[config.mk]
export PLATFORM = sky130hd
export DESIGN_NAME = hiscore_ram_sched_flat
export DESIGN_NICKNAME = d
export VERILOG_FILES = /design/src/rtl/hiscore_ram_sched_if.sv /design/src/rtl/hiscore_ram_sched.sv /design/src/flat_wrapper.sv
export SDC_FILE = /design/constraint.sdc
export NUM_CORES = 1
export LEC_CHECK = 0
export ABC_AREA = 1
export BUFFER_PORTS_ARGS = -buffer_cell sky130_fd_sc_hd__buf_4
export CORE_MARGIN = 2
export CORE_UTILIZATION = 35
export DETAILED_ROUTE_END_ITERATION = 8
export PLACE_DENSITY_LB_ADDON = 0.12
export SLEW_MARGIN = 10
export SYNTH_ARGS = -nofsm -noshare
export SYNTH_HDL_FRONTEND = slang
export SYNTH_SLANG_ARGS = --single-unit
[constraint.sdc]
create_clock -name clk_sys -period 3.5 [get_ports clk_sys]
set_input_delay 0.7 -clock clk_sys [delete_from_list [all_inputs] [get_ports clk_sys]]
set_output_delay 0.7 -clock clk_sys [all_outputs]
set_load 0.05 [all_outputs]
[src/rtl/hiscore_ram_sched_if.sv]
// Hiscore bus bundle: hps_io ioctl side plus the shared work-RAM side port.
// master = hps_io / core side, slave = the scheduler.
interface hiscore_ram_sched_if;
   logic        ioctl_download;
   logic        ioctl_upload;
   logic        ioctl_wr;
   logic        ioctl_rd;
   logic [7:0]  ioctl_index;
   logic [24:0] ioctl_addr;
   logic [7:0]  ioctl_dout;
   logic [7:0]  ioctl_din;
   logic        ioctl_wait;
   logic        ram_own;
   logic [9:0]  ram_address;
   logic        ram_we;
   logic [7:0]  ram_wdata;
   logic [7:0]  ram_rdata;

   modport master (
      output ioctl_download, ioctl_upload, ioctl_wr, ioctl_rd,
      output ioctl_index, ioctl_addr, ioctl_dout, ram_rdata,
      input  ioctl_din, ioctl_wait, ram_own, ram_address, ram_we, ram_wdata
   );

   modport slave (
      input  ioctl_download, ioctl_upload, ioctl_wr, ioctl_rd,
      input  ioctl_index, ioctl_addr, ioctl_dout, ram_rdata,
      output ioctl_din, ioctl_wait, ram_own, ram_address, ram_we, ram_wdata
   );
endinterface

[src/rtl/hiscore_ram_sched.sv]
// Hiscore RAM scheduler: queues download bytes in a small FIFO and commits them,
// and services upload reads, only while the core is in vertical blank.
module hiscore_ram_sched #(
   parameter int HS_INDEX   = 4,
   parameter int RAM_WORDS  = 1024,
   parameter int FIFO_DEPTH = 16
) (
   input  logic                  clk_sys,
   input  logic                  reset,
   input  logic                  vblank,
   hiscore_ram_sched_if.slave    bus
);

   localparam int          AW        = $clog2(FIFO_DEPTH);
   localparam logic [24:0] RAM_LIMIT = 25'(RAM_WORDS);
   localparam logic [AW:0] FULL_LVL  = (AW+1)'(FIFO_DEPTH);
   localparam logic [AW:0] WAIT_LVL  = (AW+1)'(FIFO_DEPTH - 1);

   typedef enum logic [1:0] {IDLE, WRITE, RD_ADDR, RD_DATA} state_t;

   state_t        state;
   logic [AW-1:0] wr_ptr, rd_ptr;
   logic [AW:0]   count, count_nxt;
   logic [9:0]    fifo_addr [FIFO_DEPTH];
   logic [7:0]    fifo_data [FIFO_DEPTH];
   logic          fifo_oor  [FIFO_DEPTH];
   logic          rd_pend, pend_nxt, rd_oor;
   logic [9:0]    rd_addr;
   logic          hs_sel, sel_wr, sel_rd;
   logic          fifo_empty, fifo_full, push, pop;

   assign hs_sel     = (bus.ioctl_index == 8'(HS_INDEX));
   assign sel_wr     = hs_sel & bus.ioctl_download & bus.ioctl_wr;
   assign sel_rd     = hs_sel & bus.ioctl_upload & bus.ioctl_rd;
   assign fifo_empty = (count == '0);
   assign fifo_full  = (count == FULL_LVL);
   // A push into a full FIFO is dropped so stored entries stay intact.
   assign push       = sel_wr & ~fifo_full;
   // The head is popped on the edge that loads it into the registered RAM outputs.
   assign pop        = vblank & ~fifo_empty & ((state == IDLE) | (state == WRITE));

   // Next FIFO occupancy and read-pending flag, shared by the status registers.
   always_comb begin
      count_nxt = count;
      case ({push, pop})
         2'b10:   count_nxt = count + 1'b1;
         2'b01:   count_nxt = count - 1'b1;
         default: count_nxt = count;
      endcase
      pend_nxt = rd_pend;
      if (state == RD_DATA) pend_nxt = 1'b0;
      if (sel_rd && !rd_pend) pend_nxt = 1'b1;
   end

   // FIFO storage; contents need no reset, the pointers define validity.
   always_ff @(posedge clk_sys) begin
      if (push) begin
         fifo_addr[wr_ptr] <= bus.ioctl_addr[9:0];
         fifo_data[wr_ptr] <= bus.ioctl_dout;
         fifo_oor[wr_ptr]  <= (bus.ioctl_addr >= RAM_LIMIT);
      end
   end

   // FIFO pointers, pending upload read and the hps_io stall.
   always_ff @(posedge clk_sys) begin
      if (reset) begin
         wr_ptr         <= '0;
         rd_ptr         <= '0;
         count          <= '0;
         rd_pend        <= 1'b0;
         rd_addr        <= '0;
         rd_oor         <= 1'b0;
         bus.ioctl_wait <= 1'b0;
      end else begin
         if (push) wr_ptr <= wr_ptr + 1'b1;
         if (pop)  rd_ptr <= rd_ptr + 1'b1;
         count   <= count_nxt;
         rd_pend <= pend_nxt;
         // hps_io is stalled while a read is open, so a second request cannot
         // disturb the latched address of the one in flight.
         if (sel_rd && !rd_pend) begin
            rd_addr <= bus.ioctl_addr[9:0];
            rd_oor  <= (bus.ioctl_addr >= RAM_LIMIT);
         end
         bus.ioctl_wait <= (count_nxt >= WAIT_LVL) | pend_nxt;
      end
   end

   // Access sequencer with registered RAM-port outputs; drain beats reads and
   // a started access always runs to completion regardless of vblank.
   always_ff @(posedge clk_sys) begin
      if (reset) begin
         state           <= IDLE;
         bus.ram_own     <= 1'b0;
         bus.ram_address <= '0;
         bus.ram_we      <= 1'b0;
         bus.ram_wdata   <= '0;
         bus.ioctl_din   <= '0;
      end else begin
         case (state)
            IDLE, WRITE: begin
               if (pop) begin
                  state           <= WRITE;
                  bus.ram_own     <= 1'b1;
                  bus.ram_address <= fifo_addr[rd_ptr];
                  bus.ram_we      <= ~fifo_oor[rd_ptr];
                  bus.ram_wdata   <= fifo_data[rd_ptr];
               end else if (state == IDLE && rd_pend && vblank && fifo_empty) begin
                  state           <= RD_ADDR;
                  bus.ram_own     <= 1'b1;
                  bus.ram_address <= rd_addr;
                  bus.ram_we      <= 1'b0;
                  bus.ram_wdata   <= '0;
               end else begin
                  state           <= IDLE;
                  bus.ram_own     <= 1'b0;
                  bus.ram_address <= '0;
                  bus.ram_we      <= 1'b0;
                  bus.ram_wdata   <= '0;
               end
            end
            RD_ADDR: begin
               state <= RD_DATA;
            end
            RD_DATA: begin
               bus.ioctl_din   <= rd_oor ? 8'h00 : bus.ram_rdata;
               state           <= IDLE;
               bus.ram_own     <= 1'b0;
               bus.ram_address <= '0;
               bus.ram_we      <= 1'b0;
               bus.ram_wdata   <= '0;
            end
            default: begin
               state           <= IDLE;
               bus.ram_own     <= 1'b0;
               bus.ram_address <= '0;
               bus.ram_we      <= 1'b0;
               bus.ram_wdata   <= '0;
            end
         endcase
      end
   end

endmodule

[src/flat_wrapper.sv]
// flat-port wrapper written by rule: the top's interface ports become plain ports
module hiscore_ram_sched_flat 
#(
   parameter int HS_INDEX   = 4,
   parameter int RAM_WORDS  = 1024,
   parameter int FIFO_DEPTH = 16
)
  (clk_sys, reset, vblank, bus_ioctl_download, bus_ioctl_upload, bus_ioctl_wr, bus_ioctl_rd, bus_ioctl_index, bus_ioctl_addr, bus_ioctl_dout, bus_ram_rdata, bus_ioctl_din, bus_ioctl_wait, bus_ram_own, bus_ram_address, bus_ram_we, bus_ram_wdata);
  hiscore_ram_sched_if bus_i ();
  input  logic clk_sys;
  input  logic reset;
  input  logic vblank;
  input wire logic [$bits(bus_i.ioctl_download)-1:0] bus_ioctl_download;
  input wire logic [$bits(bus_i.ioctl_upload)-1:0] bus_ioctl_upload;
  input wire logic [$bits(bus_i.ioctl_wr)-1:0] bus_ioctl_wr;
  input wire logic [$bits(bus_i.ioctl_rd)-1:0] bus_ioctl_rd;
  input wire logic [$bits(bus_i.ioctl_index)-1:0] bus_ioctl_index;
  input wire logic [$bits(bus_i.ioctl_addr)-1:0] bus_ioctl_addr;
  input wire logic [$bits(bus_i.ioctl_dout)-1:0] bus_ioctl_dout;
  input wire logic [$bits(bus_i.ram_rdata)-1:0] bus_ram_rdata;
  output wire logic [$bits(bus_i.ioctl_din)-1:0] bus_ioctl_din;
  output wire logic [$bits(bus_i.ioctl_wait)-1:0] bus_ioctl_wait;
  output wire logic [$bits(bus_i.ram_own)-1:0] bus_ram_own;
  output wire logic [$bits(bus_i.ram_address)-1:0] bus_ram_address;
  output wire logic [$bits(bus_i.ram_we)-1:0] bus_ram_we;
  output wire logic [$bits(bus_i.ram_wdata)-1:0] bus_ram_wdata;
  assign bus_i.ioctl_download = bus_ioctl_download;
  assign bus_i.ioctl_upload = bus_ioctl_upload;
  assign bus_i.ioctl_wr = bus_ioctl_wr;
  assign bus_i.ioctl_rd = bus_ioctl_rd;
  assign bus_i.ioctl_index = bus_ioctl_index;
  assign bus_i.ioctl_addr = bus_ioctl_addr;
  assign bus_i.ioctl_dout = bus_ioctl_dout;
  assign bus_i.ram_rdata = bus_ram_rdata;
  assign bus_ioctl_din = bus_i.ioctl_din;
  assign bus_ioctl_wait = bus_i.ioctl_wait;
  assign bus_ram_own = bus_i.ram_own;
  assign bus_ram_address = bus_i.ram_address;
  assign bus_ram_we = bus_i.ram_we;
  assign bus_ram_wdata = bus_i.ram_wdata;
  hiscore_ram_sched #(.HS_INDEX(HS_INDEX), .RAM_WORDS(RAM_WORDS), .FIFO_DEPTH(FIFO_DEPTH)) u_core (.clk_sys(clk_sys), .reset(reset), .vblank(vblank), .bus(bus_i));
endmodule
# After elaboration in Yosys (flattened, before gate mapping)
# Memory sizes are Yosys's and may differ from the RTL's. A register that Yosys moved wholly into a read port is not among the register bits.
# Cells that the tools add are included.
[word_totals]
register_bits = 56
latchBits = 0
ramBits = 304
rom_bits = 0
input_bits = 56
output_inout_bits = 29
wordCells = 75
mem_count = 3
[memory_table]
columns = ["memory", "words", "word_bits", "read_ports", "rd_ports_with_merged_regs", "write_ports", "line", "source"]
rows = [
  ["u_core.fifo_addr", 16, 10, 1, 1, 1, "hiscore_ram_sched.sv:24", "logic [9:0] fifo_addr [FIFO_DEPTH];"],
  ["u_core.fifo_data", 16, 8, 1, 1, 1, "hiscore_ram_sched.sv:25", "logic [7:0] fifo_data [FIFO_DEPTH];"],
  ["u_core.fifo_oor", 16, 1, 1, 1, 1, "hiscore_ram_sched.sv:26", "logic fifo_oor [FIFO_DEPTH];"],
]
[classes]
addsub = 4
n_mul = 0
n_div = 0
order_cmp = 2
n_eq_ne = 7
n_shift = 0
mux = 25
bitwise = 12
reduce_logical = 9
[ops]
columns = ["cell", "n"]
rows = [
  ["25-bit by 11-bit >= comparator with 1-bit output (second input constant)", 1],
  ["4-bit 2-to-1 mux", 6],
  ["10-bit 2-to-1 mux", 2],
  ["10-bit one-hot mux with 2 select lines", 1],
  ["8-bit 2-to-1 mux", 2],
  ["8-bit one-hot mux with 2 select lines", 1],
  ["5-bit one-hot mux with 2 select lines", 1],
  ["4-bit by 1-bit adder with 4-bit output (second input constant)", 2],
  ["8-bit by 3-bit == test with 1-bit output (second input constant)", 1],
  ["1-bit AND", 7],
  ["1-bit 2-to-1 mux", 7],
  ["2-bit == test (second input constant)", 3],
  ["2-bit one-hot mux with 3 select lines", 1],
  ["5-bit by 1-bit adder with 5-bit output (second input constant)", 1],
  ["5-bit == test (second input constant)", 1],
  ["5-bit by 4-bit >= comparator with 1-bit output (second input constant)", 1],
  ["5-bit zero test", 1],
  ["5-bit by 1-bit subtractor with 5-bit output (second input constant)", 1],
  ["2-bit by 1-bit == test with 1-bit output (second input constant)", 2],
  ["1-bit logical AND", 4],
  ["2-bit 2-to-1 mux", 2],
  ["1-bit one-hot mux with 2 select lines", 2],
  ["1-bit inverter", 3],
  ["2-bit zero test", 1],
  ["4 further kinds", 5],
]

# Logic depth before layout (Yosys ltp)
# Gate-level depths: netlist (run 1).
[depth]
depth_word = 8
ltp_mapped = 19
ltp_nobuf = 17

# Worst setup path before layout (run 1)
# No wires, ideal clock.
[synth_path]
kind = "in2reg"
start = "input bus_ioctl_index[7]"
end = "memory u_core.fifo_addr[11][0] (enable)"
t_arrival_ps = 2255
t_required_ps = 3105
setup_slack_ps = 850
cell_stages = 7
path_buffers = 0
path_cell_list = "nor2_1 nand2_1 nor2_2 nand3_1 inv_1 nand3_1 nor2_1"
[synth_between]
elab_chain_len = 6
[synth_lines]
columns = ["element", "line", "source"]
rows = [
  ["from (decl)", "flat_wrapper.sv:17", "input wire logic [$bits(bus_i.ioctl_index)-1:0] bus_ioctl_index;"],
  ["8-bit by 3-bit == test with 1-bit output", "hiscore_ram_sched.sv:32", "assign hs_sel = (bus.ioctl_index == 8'(HS_INDEX));"],
  ["1-bit AND (2 in a row)", "hiscore_ram_sched.sv:33", "assign sel_wr = hs_sel & bus.ioctl_download & bus.ioctl_wr;"],
  ["1-bit AND", "hiscore_ram_sched.sv:38", "assign push = sel_wr & ~fifo_full;"],
  ["1-bit 2-to-1 mux", "hiscore_ram_sched.sv:57", "if (push) begin"],
  ["1-bit 2-to-1 mux (implied by the code)", "hiscore_ram_sched.sv:58", "fifo_addr[wr_ptr] <= bus.ioctl_addr[9:0];"],
  ["to (decl)", "hiscore_ram_sched.sv:24", ""],
]
# No other way between the ends.

# Worst setup path in the final report (run 1)
[layout_path]
start = "register u_core.count[2]"
end = "register u_core.bus.ioctl_wait"
[layout_between]
elab_chain_len = 8
[layout_lines]
columns = ["element", "line", "source"]
rows = [
  ["from (decl)", "hiscore_ram_sched.sv:23", "logic [AW:0] count, count_nxt;"],
  ["from (signal assigned)", "hiscore_ram_sched.sv:77", "count <= count_nxt;"],
  ["5-bit zero test", "hiscore_ram_sched.sv:35", "assign fifo_empty = (count == '0);"],
  ["1-bit inverter", "hiscore_ram_sched.sv:40", "assign pop = vblank & ~fifo_empty & ((state == IDLE) | (state == WRITE));"],
  ["1-bit AND (2 in a row)", "hiscore_ram_sched.sv:40", ""],
  ["2-bit by 1-bit == test with 1-bit output / 2-bit == test (equally long branches)", "hiscore_ram_sched.sv:45", "case ({push, pop})"],
  ["5-bit one-hot mux with 2 select lines *", "hiscore_ram_sched.sv:45", ""],
  ["5-bit by 4-bit >= comparator with 1-bit output *", "hiscore_ram_sched.sv:85", "bus.ioctl_wait <= (count_nxt >= WAIT_LVL) | pend_nxt;"],
  ["1-bit bitwise OR *", "hiscore_ram_sched.sv:85", ""],
  ["to (signal assigned)", "hiscore_ram_sched.sv:85", ""],
  ["to (decl)", "hiscore_ram_sched_if.sv:28", "output ioctl_din, ioctl_wait, ram_own, ram_address, ram_we, ram_wdata"],
]
# Every way passes the cells marked *; elsewhere a longest branch is shown, timed or not.
# A chain may end at the register's enable or synchronous reset.

==> results of run 1 <==
-- metal layers --
metal	wire, um	GRT usage [%]
met5	0	0
met2	19100	30.5
met1	18700	26.3
met3	2080	3.62
met4	1070	6.08
-- state kept, by name (all words and copies together) (netlist names), named ones only --
| name | cells |
|---|---|
| u_core.rd_ptr | 4 |
| u_core.bus.ram_wdata | 8 |
| u_core.fifo_data | 128 |
| u_core.fifo_addr | 160 |
| u_core.count | 5 |
| u_core.fifo_oor | 16 |
| u_core.rd_addr | 10 |
| u_core.bus.ioctl_din | 8 |
| u_core.rd_oor | 1 |
| u_core.bus.ram_we | 1 |
| u_core.wr_ptr | 4 |
| u_core.bus.ram_address | 10 |
| u_core.bus.ioctl_wait | 1 |
| u_core.bus.ram_own | 1 |
| u_core.state | 2 |
| u_core.rd_pend | 1 |
-- cell usage after synthesis --
cell / number
o21ai_0: 16
clkbuf_1: 19
inv_1: 44
clkinv_1: 2
nor2_2: 1
dfxtp_1: 60
buf_6: 11
inv_2: 2
nand3_1: 305
edfxtp_1: 304
inv_4: 1
a211oi_1: 1
buf_1: 5
a22oi_1: 10
buf_4: 6
buf_2: 33
and3_1: 1
ha_1: 8
clkbuf_2: 1
xor2_1: 2
nand2_1: 376
nand2b_1: 1
a21oi_1: 41
nor3_1: 1
nand4_1: 5
xnor2_1: 1
nor4_1: 3
nor2_1: 54
-- layout by cell type, fill, tap and decap left out, types with 2 or more instances in the layout --
cell,instances
nand2_1,376
nand3_1,305
edfxtp_1,304
buf_4,111
dfxtp_1,57
inv_1,44
clkbuf_16,43
a21oi_1,41
nor2_1,38
nor2_2,17
clkbuf_1,17
o21ai_0,16
a22oi_1,10
clkinv_1,9
ha_1,8
buf_12,8
nand4_1,5
clkinv_2,5
nor4_1,3
xor2_1,2
inv_2,2
dfxtp_2,2
-- critical path, delay by kind of cell, from the launching register on --
family	cells	cell delay [ns]
AND/OR/NAND/NOR	7	0.85
AO/OA/AOI/OAI	3	0.39
adder cells (fa/ha/maj)	2	0.67
buffers and inverters	1	0.08
flip-flops	1	0.42
-- logic make-up (layout without fill, tap and decap cells) --
kind of cell | after synthesis | after routing | synth area share [%]
flops | 364 | 364 | 70.5
fa+ha+maj | 8 | 8 | 0.683
compound gates | 68 | 68 | 2.51
simple gates | 747 | 747 | 21.9
xor+xnor | 3 | 3 | 0.179
buf+inv | 124 | 243 | 4.20
-- stage by stage --
step           utilization, %  hold WS (ns)  setup slack (ns)
2_1_floorplan               -         0.434             0.850
4_1_cts                  41.8         0.405              1.02
3_5_place_dp             38.8         0.458             0.511
5_1_grt                  41.8         0.417             0.694
6_report                 41.8         0.430              1.04
3_3_place_gp             38.8         0.454             0.545
-- cell type report --
type                    count  area [um2]
flip-flops and latches    364       10300
repair buffers            119         993
well taps                 532         666
multi-input cells         826        3750
clock inverters            14        90.1
clock buffers              61        1150
inverters                  49         186
fillers                  3962       23900
-- power breakdown --
| part | switching (uW) | total [uW] | leakage (uW) | internal [uW] |
|---|---|---|---|---|
| sequential | 95.0 | 4900 | 0.00327 | 4810 |
| clock | 1680 | 4030 | 0.000606 | 2350 |
| combinational | 2180 | 3080 | 0.00238 | 899 |
-- worst paths after layout --
path / slack [ns] / cells after the start / start / endpoint
hold reg to reg: 0.46 / 2 / u_core.bus.ioctl_din[0]$_SDFFE_PP0N_ / u_core.bus.ioctl_din[0]$_SDFFE_PP0N_
setup reg to reg: 1.04 / 13 / u_core.count[2]$_SDFF_PP0_ / u_core.bus.ioctl_wait$_SDFF_PP0_
setup / recovery: 1.04 / 13 / u_core.count[2]$_SDFF_PP0_ / u_core.bus.ioctl_wait$_SDFF_PP0_
hold / removal: 0.43 / 3 / bus_ram_rdata[7] / u_core.bus.ioctl_din[7]$_SDFFE_PP0N_
==> flow_metrics.tcl, run 1 <==
set metrics [dict create \
    finalPower_uw 12000 \
    start_util_pct 35.6 \
    slowest_stage "dfxtp_1" \
    synth_fp_nets 1378 \
    grt_pass1_vias 9694 \
    route.detailed.wl_per_inst_um 20.9 \
    dieHeight_um 209 \
    hp-class "in2reg" \
    root_buffer "clkbuf_16" \
    cts_tree "yes" \
    finalCriticalPeriod_ns 2.46 \
    post_dp_cell_area_mm2 0.0159 \
    clk_path_buf_depth 3 \
    ys_seq_area_share_pct 70.5 \
    drt-initial-drc-count 734 \
    slew_headroom_pct 38.2 \
    grt_pass1_wl_mm 62.0 \
    cp.required_ns 3.99 \
    hpwlAfterDp_mm 24.0 \
    synthTopCellsByArea "edfxtp_1, nand3_1, nand2_1, dfxtp_1, a21oi_1" \
    syn_avg_cell_area_um2 11.2 \
    chipWidth_um 209 \
    crit_chain "inv_2 > nand4_1 > nand3_1 > ha_1 > nor2_1 > nor2_1 > ha_1 > o21ai_0 > a21oi_1 > nand2_1 > a21oi_1 > nand3_1 > nand3_1" \
    fin_cells 1965 \
    routed_wl_mm 41.0 \
    core-area_mm2 0.0411 \
    drc 0 \
    cts_setup_buffers 0 \
    finalCritPeriodShare_pct 70.2 \
    drtPass1Iterations 7 \
    cp_common_cell "nand3_1" \
    cap_violations 0 \
    clk_latency_ns 0.56 \
    final_area_mm2 0.0172 \
    drive_gt1_share_pct 13.5 \
    antennaDiodeCount 0 \
    power_density_mw_per_mm2 699 \
    slew_violations 0 \
    synth-seq-cells 364 \
    cts.sinks 364 \
    synth_cell_types 28 \
    gp_congestion 0.829 \
    p_leak_uw 0.00625 \
    status "finished, final reports clean" \
    dp.cells 1890 \
    port_buffers 84 \
    setup_tns_ns 0 \
    synth.largest_area_cell "edfxtp_1" \
    arrival_ns 2.94 \
    max_stage_delay_ns 0.42 \
    clock.fmax_ghz 0.407 \
    h-tree-depth 2 \
    endpoint_kind "flop" \
    track_usage_pct 19.1 \
    yosysWarnings 0 \
    vias_per_cell 5.00 \
    synth_top_area_share_pct 62.3 \
    worstSetupPathType "reg2reg" \
    die_area_mm2 0.0435 \
    overflow 0 \
    vias 9833 \
    num-nets-final 1465 \
    worst_pin_slew_ns 0.924 \
    final-setup-viol-count 0 \
    synthCells 1314 \
    antenna_found_initial 3 \
    cts_buffers 41 \
    floorplan.rows 74 \
    clk_pin_slew_ns 0.06 \
    ir_drop_uv 428 \
    fin_skew_ns 0.0155 \
    cts_resized 0 \
    critPathLaunchType "flop" \
    final_hold_viol_count 0 \
    antenna_left 0 \
    rsz0062_at_grt "no" \
    area_growth_pct 17.2 \
    crit_fanout 7 \
    netlist_area_mm2 0.0147 \
    grt_max_degree 153 \
    pin_count 85 \
    hold_buffers 0 \
]
Note: power is estimated with default switching activity, not from simulation.
==> run 2: changes to the inputs <==
clock period = 2.16 ns   (was 3.5 ns; I/O delays follow)
==> flow_metrics.tcl, run 2 (synthesis gave the netlist of run 1 again) <==
set metrics [dict create \
    vias 10100 \
    largest_reg_flops 160 \
    post_dp_cell_area_mm2 0.0164 \
    track_usage_pct 19.2 \
    final_area_mm2 0.0177 \
    slew_violations 0 \
    fin_skew_ns 0.0184 \
    hpwlAfterDp_mm 25.4 \
    clk_pin_slew_ns 0.06 \
    p_leak_uw 0.00649 \
    fin_cells 2002 \
    port_buffers 84 \
    h-tree-depth 2 \
    antennaDiodeCount 0 \
    largest_registers "u_core.fifo_addr: 160 flops, u_core.fifo_data: 128 flops, u_core.fifo_oor: 16 flops" \
    routed_wl_mm 41.2 \
    power_density_mw_per_mm2 1130 \
    gp_congestion 0.813 \
    root_buffer "clkbuf_16" \
    grt_max_degree 56 \
    dieHeight_um 209 \
    status "finished, final reports clean" \
    critPathLaunchType "flop" \
    most-common-layout-cells "nand2_1, edfxtp_1, nand3_1" \
    cts_tree "yes" \
    grt_pass1_vias 9878 \
    start_util_pct 35.6 \
    floorplan.rows 74 \
    final_hold_viol_count 0 \
    finalCritPeriodShare_pct 95.2 \
    drt-initial-drc-count 736 \
    antenna_left 0 \
    finalCriticalPeriod_ns 2.06 \
    cap_violations 0 \
    pin_count 85 \
    drtPass1Iterations 5 \
    overflow 0 \
    clock.fmax_ghz 0.486 \
    top_register "u_core.fifo_addr" \
    layout_commonest_cell "nand2_1" \
    hold_buffers 0 \
    grt_pass1_wl_mm 62.3 \
    hp-class "in2reg" \
    cts_buffers 41 \
    final-setup-viol-count 0 \
    cts.sinks 364 \
    cp.required_ns 2.66 \
    die_area_mm2 0.0435 \
    dp.cells 1924 \
    worst_pin_slew_ns 0.630 \
    num-nets-final 1502 \
    worstSetupPathType "reg2reg" \
    clk_path_buf_depth 3 \
    clk_latency_ns 0.56 \
    chipWidth_um 209 \
    drc 0 \
    core-area_mm2 0.0411 \
    route.detailed.wl_per_inst_um 20.6 \
    ir_drop_uv 450 \
    slew_headroom_pct 57.7 \
    arrival_ns 2.56 \
    drive_gt1_share_pct 17.1 \
    crit_fanout 4 \
    antenna_found_initial 0 \
    area_growth_pct 20.8 \
    endpoint_kind "flop" \
    vias_per_cell 5.02 \
]
run 2: metrics by stage:
stage | power, uW | util, % | TNS (ns) | hold WS [ns] | worst slack (ns)
6_report | 20000 | 43.1 | 0 | 0.0687 | 0.103
3_3_place_gp | 13500 | 39.8 | -0.237 | 0.455 | -0.0826
2_1_floorplan | 11600 | - | -40.66 | 0.434 | -0.165
5_1_grt | 21100 | 43.1 | -0.0323 | 0.0594 | -0.0323
3_5_place_dp | 13500 | 39.8 | -0.441 | 0.458 | -0.149
4_1_cts | 20100 | 42.9 | 0 | 0.0360 | 0.0107
run 2: cell type report:
type | instances | area (um2)
fillers | 3912 | 23400
flip-flops and latches | 364 | 10300
multi-input cells | 826 | 3810
repair buffers | 156 | 1430
clock buffers | 59 | 1160
well taps | 532 | 666
inverters | 49 | 186
clock inverters | 16 | 103
run 2: path summary, 6_finish.rpt:
kind	to	from	cells after the start	slack, ns
hold / removal	u_core.bus.ram_address[4]$_SDFFE_PP0P_	reset	2	0.07
setup / recovery	u_core.bus.ioctl_wait$_SDFF_PP0_	u_core.count[1]$_SDFF_PP0_	17	0.10
hold reg to reg	u_core.bus.ram_wdata[0]$_SDFFE_PP0P_	u_core.bus.ram_wdata[0]$_SDFFE_PP0P_	2	0.47
setup reg to reg	u_core.bus.ioctl_wait$_SDFF_PP0_	u_core.count[1]$_SDFF_PP0_	17	0.10
run 2: metal layers:
metal,up-vias,wire [um],global-route usage (%)
met4,0,788,5.27
met3,56,2060,2.72
li1,4841,-,-
met2,272,19300,31.0
met1,4890,19000,27.1
met5,-,0,0
run 2: worst max-delay path, stage by stage, from the launching register on:
cell and delay (ns):
dfxtp_4 0.36, inv_2 0.08, nand4_1 0.13, nand2_1 0.13
inv_2 0.08, ha_4 0.18, nand2_1 0.07, inv_2 0.05
nor2_4 0.10, ha_1 0.15, inv_1 0.05, nand2_2 0.08
inv_1 0.05, nand2_1 0.05, nand3_1 0.09, a21oi_1 0.17
nand3_1 0.11, nand3_1 0.08
run 2: report_power, final:
part | switching (uW) | internal, uW | total [uW] | leakage, uW
Combinational | 3710 | 1780 | 5490 | 0.00261
Sequential | 173 | 7800 | 7980 | 0.00327
Clock | 2720 | 3850 | 6570 | 0.000617
run 2: what timing repair did:
action,in CTS,in global routing
resized for setup,0,22
setup buffers,0,3
hold endpoints to repair,0,0
endpoints found under the setup margin,0,4
